<file path="config.mk">
export PLATFORM = sky130hd
export DESIGN_NAME = invader_fleet
export DESIGN_NICKNAME = d
export VERILOG_FILES = /design/src/rtl/invader_fleet.sv
export SDC_FILE = /design/constraint.sdc
export NUM_CORES = 1
export LEC_CHECK = 0
export ABC_AREA = 0
export CAP_MARGIN = 10
export CORE_MARGIN = 2
export CORE_UTILIZATION = 50
export CTS_BUF_LIST = sky130_fd_sc_hd__clkbuf_8 sky130_fd_sc_hd__clkbuf_16
export CTS_CLUSTER_DIAMETER = 80
export DETAILED_ROUTE_END_ITERATION = 8
export PLACE_DENSITY = 0.74
export SLEW_MARGIN = 20
export SYNTH_ARGS = -nofsm -noshare
export SYNTH_HDL_FRONTEND = slang
export SYNTH_SLANG_ARGS = --single-unit
</file>
<file path="constraint.sdc">
create_clock -name i_clk -period 5.05 [get_ports i_clk]
set_input_delay 0.7575 -clock i_clk [delete_from_list [all_inputs] [get_ports i_clk]]
set_output_delay 0.7575 -clock i_clk [all_outputs]
set_load 0.01 [all_outputs]
</file>
<file path="src/rtl/invader_fleet.sv">
// Six-invader fleet: marches on frame ticks, answers laser hits with a one-clk
// collision pulse, signals landing, and respawns a cleared wave after a delay.
module invader_fleet #(
  parameter int unsigned X_START        = 64,
  parameter int unsigned Y_START        = 48,
  parameter int unsigned INV_W          = 32,
  parameter int unsigned INV_H          = 16,
  parameter int unsigned PITCH          = 64,
  parameter int unsigned STEP_X         = 4,
  parameter int unsigned DROP_Y         = 16,
  parameter int unsigned X_MIN          = 8,
  parameter int unsigned X_MAX          = 280,
  parameter int unsigned LAND_Y         = 440,
  parameter int unsigned MOVE_FRAMES    = 4,
  parameter int unsigned RESPAWN_FRAMES = 60
) (
  input  logic       i_clk,
  input  logic       i_rst,
  input  logic       i_arst,
  input  logic       i_frame,
  input  logic       i_laser_active,
  input  logic [9:0] i_laser_x,
  input  logic [9:0] i_laser_y,
  output logic [9:0] o_invaders_x,
  output logic [9:0] o_invaders_y,
  output logic [5:0] o_invader_alive,
  output logic [5:0] o_invader_collision,
  output logic       o_player_collision
);

  localparam int unsigned N_INV = 6;
  localparam int unsigned POS_W = 10;
  localparam int unsigned GEO_W = 11;
  localparam int unsigned CNT_W = 6;

  typedef enum logic {PLAY, RESPAWN} state_t;
  typedef enum logic {RIGHT, LEFT} dir_t;

  state_t             r_state, w_state_n;
  dir_t               r_dir, w_dir_n;
  logic [CNT_W-1:0]   r_frame_cnt, w_frame_cnt_n;
  logic [POS_W-1:0]   r_x, w_x_n;
  logic [POS_W-1:0]   r_y, w_y_n;
  logic [N_INV-1:0]   r_alive, w_alive_n;
  logic [N_INV-1:0]   r_inv_coll, w_inv_coll_n;
  logic               r_player_coll, w_player_coll_n;

  logic [GEO_W-1:0]   w_lx, w_ly, w_fx, w_fy;
  logic [N_INV-1:0]   w_hit;
  logic               w_at_edge, w_land;

  assign w_lx = {1'b0, i_laser_x};
  assign w_ly = {1'b0, i_laser_y};
  assign w_fx = {1'b0, r_x};
  assign w_fy = {1'b0, r_y};

  // Edge test compares before stepping so the left bound never underflows.
  assign w_at_edge = (r_dir == RIGHT) ? ((w_fx + GEO_W'(STEP_X)) > GEO_W'(X_MAX))
                                      : (w_fx < GEO_W'(X_MIN + STEP_X));
  assign w_land    = (w_fy + GEO_W'(DROP_Y)) >= GEO_W'(LAND_Y);

  // Per-invader box test on the registered (pre-move) position.
  always_comb begin
    logic [GEO_W-1:0] box_l;
    logic             in_y;
    w_hit = '0;
    box_l = '0;
    in_y  = (w_ly >= w_fy) && (w_ly <= (w_fy + GEO_W'(INV_H - 1)));
    for (int i = 0; i < int'(N_INV); i++) begin
      box_l    = w_fx + GEO_W'(PITCH * i);
      w_hit[i] = i_laser_active & r_alive[i] & in_y &
                 (w_lx >= box_l) & (w_lx <= (box_l + GEO_W'(INV_W - 1)));
    end
  end

  always_comb begin
    w_state_n       = r_state;
    w_dir_n         = r_dir;
    w_frame_cnt_n   = r_frame_cnt;
    w_x_n           = r_x;
    w_y_n           = r_y;
    w_alive_n       = r_alive;
    w_inv_coll_n    = '0;
    w_player_coll_n = 1'b0;

    if (i_arst) begin
      w_state_n     = PLAY;
      w_dir_n       = RIGHT;
      w_frame_cnt_n = '0;
      w_x_n         = POS_W'(X_START);
      w_y_n         = POS_W'(Y_START);
      w_alive_n     = '1;
    end else begin
      case (r_state)
        PLAY: begin
          w_alive_n    = r_alive & ~w_hit;
          w_inv_coll_n = w_hit;
          if (i_frame) begin
            if (r_frame_cnt == CNT_W'(MOVE_FRAMES - 1)) begin
              w_frame_cnt_n = '0;
              if (!w_at_edge) begin
                w_x_n = (r_dir == RIGHT) ? (r_x + POS_W'(STEP_X)) : (r_x - POS_W'(STEP_X));
              end else if (w_land) begin
                w_player_coll_n = 1'b1;
                w_x_n           = POS_W'(X_START);
                w_y_n           = POS_W'(Y_START);
                w_dir_n         = RIGHT;
              end else begin
                w_y_n   = r_y + POS_W'(DROP_Y);
                w_dir_n = (r_dir == RIGHT) ? LEFT : RIGHT;
              end
            end else begin
              w_frame_cnt_n = r_frame_cnt + CNT_W'(1);
            end
          end
          // Last kill commits with any move on this edge; RESPAWN counts from zero.
          if (w_alive_n == '0) begin
            w_state_n     = RESPAWN;
            w_frame_cnt_n = '0;
          end
        end
        RESPAWN: begin
          if (i_frame) begin
            if (r_frame_cnt == CNT_W'(RESPAWN_FRAMES - 1)) begin
              w_state_n     = PLAY;
              w_dir_n       = RIGHT;
              w_frame_cnt_n = '0;
              w_x_n         = POS_W'(X_START);
              w_y_n         = POS_W'(Y_START);
              w_alive_n     = '1;
            end else begin
              w_frame_cnt_n = r_frame_cnt + CNT_W'(1);
            end
          end
        end
        default: w_state_n = PLAY;
      endcase
    end
  end

  always_ff @(posedge i_clk or posedge i_rst) begin
    if (i_rst) begin
      r_state       <= PLAY;
      r_dir         <= RIGHT;
      r_frame_cnt   <= '0;
      r_x           <= POS_W'(X_START);
      r_y           <= POS_W'(Y_START);
      r_alive       <= '1;
      r_inv_coll    <= '0;
      r_player_coll <= 1'b0;
    end else begin
      r_state       <= w_state_n;
      r_dir         <= w_dir_n;
      r_frame_cnt   <= w_frame_cnt_n;
      r_x           <= w_x_n;
      r_y           <= w_y_n;
      r_alive       <= w_alive_n;
      r_inv_coll    <= w_inv_coll_n;
      r_player_coll <= w_player_coll_n;
    end
  end

  assign o_invaders_x        = r_x;
  assign o_invaders_y        = r_y;
  assign o_invader_alive     = r_alive;
  assign o_invader_collision = r_inv_coll;
  assign o_player_collision  = r_player_coll;

endmodule

</file>
# --- Word level (Yosys, flattened, before mapping) ---
# Cells that the tools add are included.
word_totals:
  memories: 0
  mem_bits_ro: 0
  ram_bits: 0
  in_bits: 25
  output_inout_bits: 33
  word_cells: 136
  latchBits: 0
  ff_bits: 41
classes:
  bitwise: 27
  n_div: 0
  n_addsub: 18
  order_cmp: 17
  mux: 51
  eq_ne: 9
  mul: 0
  n_reduce_logical: 6
  shift: 0
ops:
  columns: ["op", "n"]
  rows:
  - ["10-bit two-way mux", 15]
  - ["10-bit by 11-bit less-or-equal comparator with 1-bit output", 7]
  - ["6-bit two-way mux", 11]
  - ["11-bit by 5-bit adder with 11-bit output (second input constant)", 5]
  - ["10-bit by 11-bit >= comparator with 1-bit output", 5]
  - ["10-bit one-hot mux with 2 select lines", 2]
  - ["1-bit bitwise AND", 24]
  - ["6-bit one-hot mux with 2 select lines", 2]
  - ["10-bit by 5-bit adder with 11-bit output (second input constant)", 2]
  - ["10-bit by 8-bit adder with 11-bit output (second input constant)", 2]
  - ["10-bit by 9-bit adder with 11-bit output (second input constant)", 2]
  - ["10-bit >= comparator", 2]
  - ["1-bit two-way mux", 19]
  - ["3-bit inequality test (second input constant)", 4]
  - ["10-bit by 3-bit adder with 11-bit output (second input constant)", 1]
  - ["10-bit by 4-bit adder with 11-bit output (second input constant)", 1]
  - ["10-bit by 7-bit adder with 11-bit output (second input constant)", 1]
  - ["11-bit by 9-bit >= comparator with 1-bit output (second input constant)", 1]
  - ["11-bit by 9-bit > comparator with 1-bit output (second input constant)", 1]
  - ["10-bit by 3-bit adder with 10-bit output (second input constant)", 1]
  - ["10-bit by 5-bit adder with 10-bit output (second input constant)", 1]
  - ["10-bit by 4-bit < comparator with 1-bit output (second input constant)", 1]
  - ["5-bit AND reduction", 2]
  - ["10-bit by 3-bit subtractor with 10-bit output (second input constant)", 1]
  - ["other kinds (12)", 15]

# --- Depth between registers and ports, before layout ---
depth:
  ltp_word: 12
  depth_mapped: 17
  ltp_nobuf: 16

# --- Least setup slack after synthesis ---
# No wires, ideal clock.
synth_path:
  path_kind: "register to register"
  start: "reg r_x[6] (netlist: o_invaders_x[6])"
  end: "reg r_frame_cnt[2]"
  path_buffers: 1
  synth_period_minus_slack_ns: 4.242
  t_arrival_ns: 4.115
  path_slack_ns: 0.808
  required_ns: 4.924
  stages_incl_launch_ff: 16
  setup_time_ns: 0.126
  path_cell_list: "dfstp_2 > clkbuf_1 > inv_1 > ha_1 > nand3_1 > xnor2_1 > ha_1 > nand3_1 > or3_1 > o221ai_1 > o221a_1 > o2111ai_1 > or4_1 > or2_4 > o21a_4 > a221o_1"
synth_via:
  elab_chain_len: 10
  elab_cells_between_ends: 43
  classes_between: "add/sub: 11; order compare: 12; eq/ne: 1; mux: 3; bitwise: 14; reduce/logical: 2"
synth_lines:
  columns: ["item", "line", "text"]
  rows:
  - ["start: declaration", "42", "logic [POS_W-1:0] r_x, w_x_n;"]
  - ["start signal: assignment", "146", "r_x <= POS_W'(X_START);"]
  - ["start signal: assignment", "155", "r_x <= w_x_n;"]
  - ["10-bit by 7-bit adder with 11-bit output, or another cell as far along", "70", "box_l = w_fx + GEO_W'(PITCH * i);"]
  - ["11-bit by 5-bit adder with 11-bit output or 10-bit by 11-bit >= comparator with 1-bit output (tied branches)", "72", "(w_lx >= box_l) & (w_lx <= (box_l + GEO_W'(INV_W - 1)));"]
  - ["10-bit by 11-bit less-or-equal comparator with 1-bit output or 1-bit bitwise AND (tied branches)", "72, 71", null]
  - ["1-bit bitwise AND", "72", null]
  - ["6-bit inverter *", "96", "w_alive_n = r_alive & ~w_hit;"]
  - ["6-bit bitwise AND *", "96", null]
  - ["6-bit zero test *", "117", "if (w_alive_n == '0) begin"]
  - ["6-bit two-way mux", "117", null]
  - ["6-bit one-hot mux with 2 select lines", "94", "case (r_state)"]
  - ["6-bit two-way mux", "86", "if (i_arst) begin"]
  - ["end signal: assignment", "154", "r_frame_cnt <= w_frame_cnt_n;"]
  - ["end: declaration", "41", "logic [CNT_W-1:0] r_frame_cnt, w_frame_cnt_n;"]
# Every way passes the cells marked *; elsewhere a longest branch is shown, timed or not.
# A chain may end at the register's enable or synchronous reset.

# --- Worst setup path after layout ---
layout_path:
  start: "reg r_x[2] (netlist: o_invaders_x[2])"
  end: "reg r_frame_cnt[2]"
# Same word-level chain as after synthesis.

==> flow_summary.toml <==
[outcome]
run_status = "finished, final reports clean"

[final_layout]
layout_common_cells = "ha_1 (83), clkdlybuf4s50_1 (51), a21oi_1 (45)"
final_area_um2 = 4920
finalNetCount = 667
layout_commonest_cell = "ha_1"
drive_gt1_frac = 0.0626
area_growth_syn_to_layout_pct = 16.5
num_antenna_cells = 0

[place]
io_buffers = 51
dpl.hpwl_mm = 8.62
placed_area_um2 = 4840
gp_routability_congestion = 0.917

[clocking]
clk_pin_slew_ns = 0.07
hold_buffers = 0
cts_tree = "built"
clk_path_buf_depth = 2
clock_latency_ns = 0.29
numCtsBuffers = 5
cts_setup_buffers = 0
root_buffer = "clkbuf_8"
cts_resized = 0
cts.sinks = 35
h-tree-depth = 2

[sta]
min_period_over_period = 0.895
fin_worst_skew_ns = 0.00609
slew_viol_final = 0
hold_viol = 0
worstMarginPinSlew_ns = 0.792
tns_ns = 0
slew_headroom = 0.465
timing.final.crit_period_ns = 4.52
rsz0062_at_grt = "no"
setup_violations = 0
max_freq_mhz = 221

[logic_synthesis]
ys_types = 70
syn_inst = 503
synth-main-ff-cell = "dfrtp_1"
yosysSeqAreaShare = 0.210
netlist_area_um2 = 4220
synth-edff-count = 0
ys_ff_latch = 35
ys_warn_count = 0
syn_avg_cell_area_um2 = 8.39
async_reset_ff_frac = 1.00

[global_route]
grt_start_max_net_pins = 36
grt.total_usage = 0.250
grt_first_pass_wirelength_mm = 18.3
antenna_found_initial = 0
grt-ovfl-total = 0
grt_pass1_vias = 3873

[route]
drt-wirelength-per-cell_um = 16.2
drc = 0
vias = 3959
via_per_inst = 5.96
drt.antenna.violating_nets = 0
firstDrtPassIters = 5
routed_wl_mm = 10.8
drtIter0Drc = 239

[worst_setup_path]
crit_required_ns = 5.23
critPathArrivalTime_ns = 4.70
cp_max_fo = 9
criticalPathCategory = "flip-flop to flip-flop"
setup.worst_path.end_class = "flip-flop"
startpoint_type = "flip-flop"

[worst_hold_path]
min_path_type = "flip-flop to flip-flop"

[pwr]
total_leakage_power_uw = 0.00223
vdd.ir_drop.worst_mv = 0.249
powerDensity_nw_per_um2 = 424

[die]
die_area_um2 = 9190
rows = 33
dieWidth_um = 95.9
io_pins = 58
die_h_um = 95.9
start_util = 0.513
core-area_um2 = 8220

[job]
maxCapViolations = 0
-- flip-flops by register name (all words and copies together) (netlist names) --
| name | cells |
|---|---|
| o_invader_alive | 6 |
| r_state | 1 |
| o_invaders_y | 6 |
| r_dir | 1 |
| r_frame_cnt | 6 |
| o_invader_collision | 6 |
| o_player_collision | 1 |
| o_invaders_x | 8 |
-- critical path, cell delays in order (launching register included) --
cell,delay (ns)
dfrtp_1,0.49
inv_1,0.24
ha_1,0.17
nor2b_1,0.37
nand2b_1,0.18
xnor2_1,0.15
inv_1,0.06
ha_1,0.31
a21o_1,0.21
a21oi_1,0.24
o21ai_0,0.16
o211ai_1,0.22
o2111ai_1,0.13
or4_1,0.56
o21ai_0,0.42
a21oi_1,0.18
a221o_1,0.31
-- path summary, 6_finish.rpt --
kind | from | end | slack (ns) | cells after the start
worst max-delay path | o_invaders_x[2] | r_frame_cnt[2] | 0.53 | 16
worst min-delay path | o_invader_alive[3] | o_invader_collision[3] | 0.52 | 2
worst max register to register | o_invaders_x[2] | r_frame_cnt[2] | 0.53 | 16
worst min register to register | o_invader_alive[3] | o_invader_collision[3] | 0.52 | 2
max in group asynchronous | i_rst | o_invaders_x[6] | 3.84 | 3
min in group asynchronous | i_rst | r_frame_cnt[1] | 0.87 | 3
-- final cells by class --
| type | count | area, um^2 |
|---|---|---|
| Clock buffer | 5 | 68.8 |
| Clock inverter | 3 | 12.5 |
| Fill cell | 713 | 3300 |
| Inverter | 40 | 150 |
| Multi-Input combinational cell | 420 | 3120 |
| Sequential cell | 35 | 887 |
| Tap cell | 105 | 131 |
| Timing Repair Buffer | 56 | 548 |
-- layer usage --
layer	track usage	vias up	wire [um]
met1	0.344	1863	5060
met4	0.0750	0	282
li1	-	1952	-
met2	0.404	122	4990
met3	0.0384	22	458
met5	0	-	0
-- cell families after synthesis --
family,synth area share
and+or+nand+nor,0.194
AOI/OAI and AO/OA,0.217
adders and majority gates,0.251
buffers and inverters,0.0549
DFF,0.210
xor gates and xnor gates,0.0667
muxes,0.00534
other,0.000889
-- report_power, final --
part | internal (uW) | switching, uW | total (uW)
logic | 634 | 791 | 1430
registers | 347 | 116 | 464
clock network | 92.8 | 104 | 197
-- through the flow --
step / utilization / instances / hold slack (ns) / worst slack (ns) / power, uW
global placement: 0.589 / 656 / 0.503 / 0.703 / 1820
floorplan: - / 508 / 0.500 / 0.808 / 1450
CTS: 0.598 / 664 / 0.520 / 0.559 / 2080
finish: 0.598 / 664 / 0.518 / 0.532 / 2090
global route: 0.598 / 664 / 0.549 / 0.108 / 2300
detailed placement: 0.589 / 656 / 0.510 / 0.583 / 1870
-- Yosys cell counts, drive strengths merged (3+ instances only) --
| cell | instances | share of area |
|---|---|---|
| a22o | 6 | 0.013 |
| o22ai | 5 | 0.0074 |
| o21bai | 3 | 0.0053 |
| a211oi | 4 | 0.0071 |
| dfstp | 9 | 0.056 |
| o21ai | 29 | 0.034 |
| nor4 | 5 | 0.0074 |
| a211o | 5 | 0.010 |
| ha | 83 | 0.25 |
| nor3 | 15 | 0.018 |
| nand3 | 24 | 0.028 |
| buf | 9 | 0.016 |
| or2 | 6 | 0.0095 |
| nor2 | 25 | 0.022 |
| o221ai | 3 | 0.0062 |
| or4 | 3 | 0.0053 |
| or3 | 4 | 0.0059 |
| and2 | 4 | 0.0059 |
| a21oi | 45 | 0.053 |
| dfrtp | 26 | 0.15 |
| xor2 | 7 | 0.019 |
| xnor2 | 23 | 0.048 |
| nor2b | 7 | 0.010 |
| nand4 | 8 | 0.012 |
| nand2 | 36 | 0.032 |
| clkbuf | 4 | 0.0036 |
| a21o | 5 | 0.0089 |
| o211ai | 6 | 0.011 |
| o41ai | 3 | 0.0062 |
| and3 | 5 | 0.0077 |
| inv | 39 | 0.035 |
| nand2b | 6 | 0.0089 |
| o31ai | 4 | 0.0071 |
(Power assumes the default switching activity.)
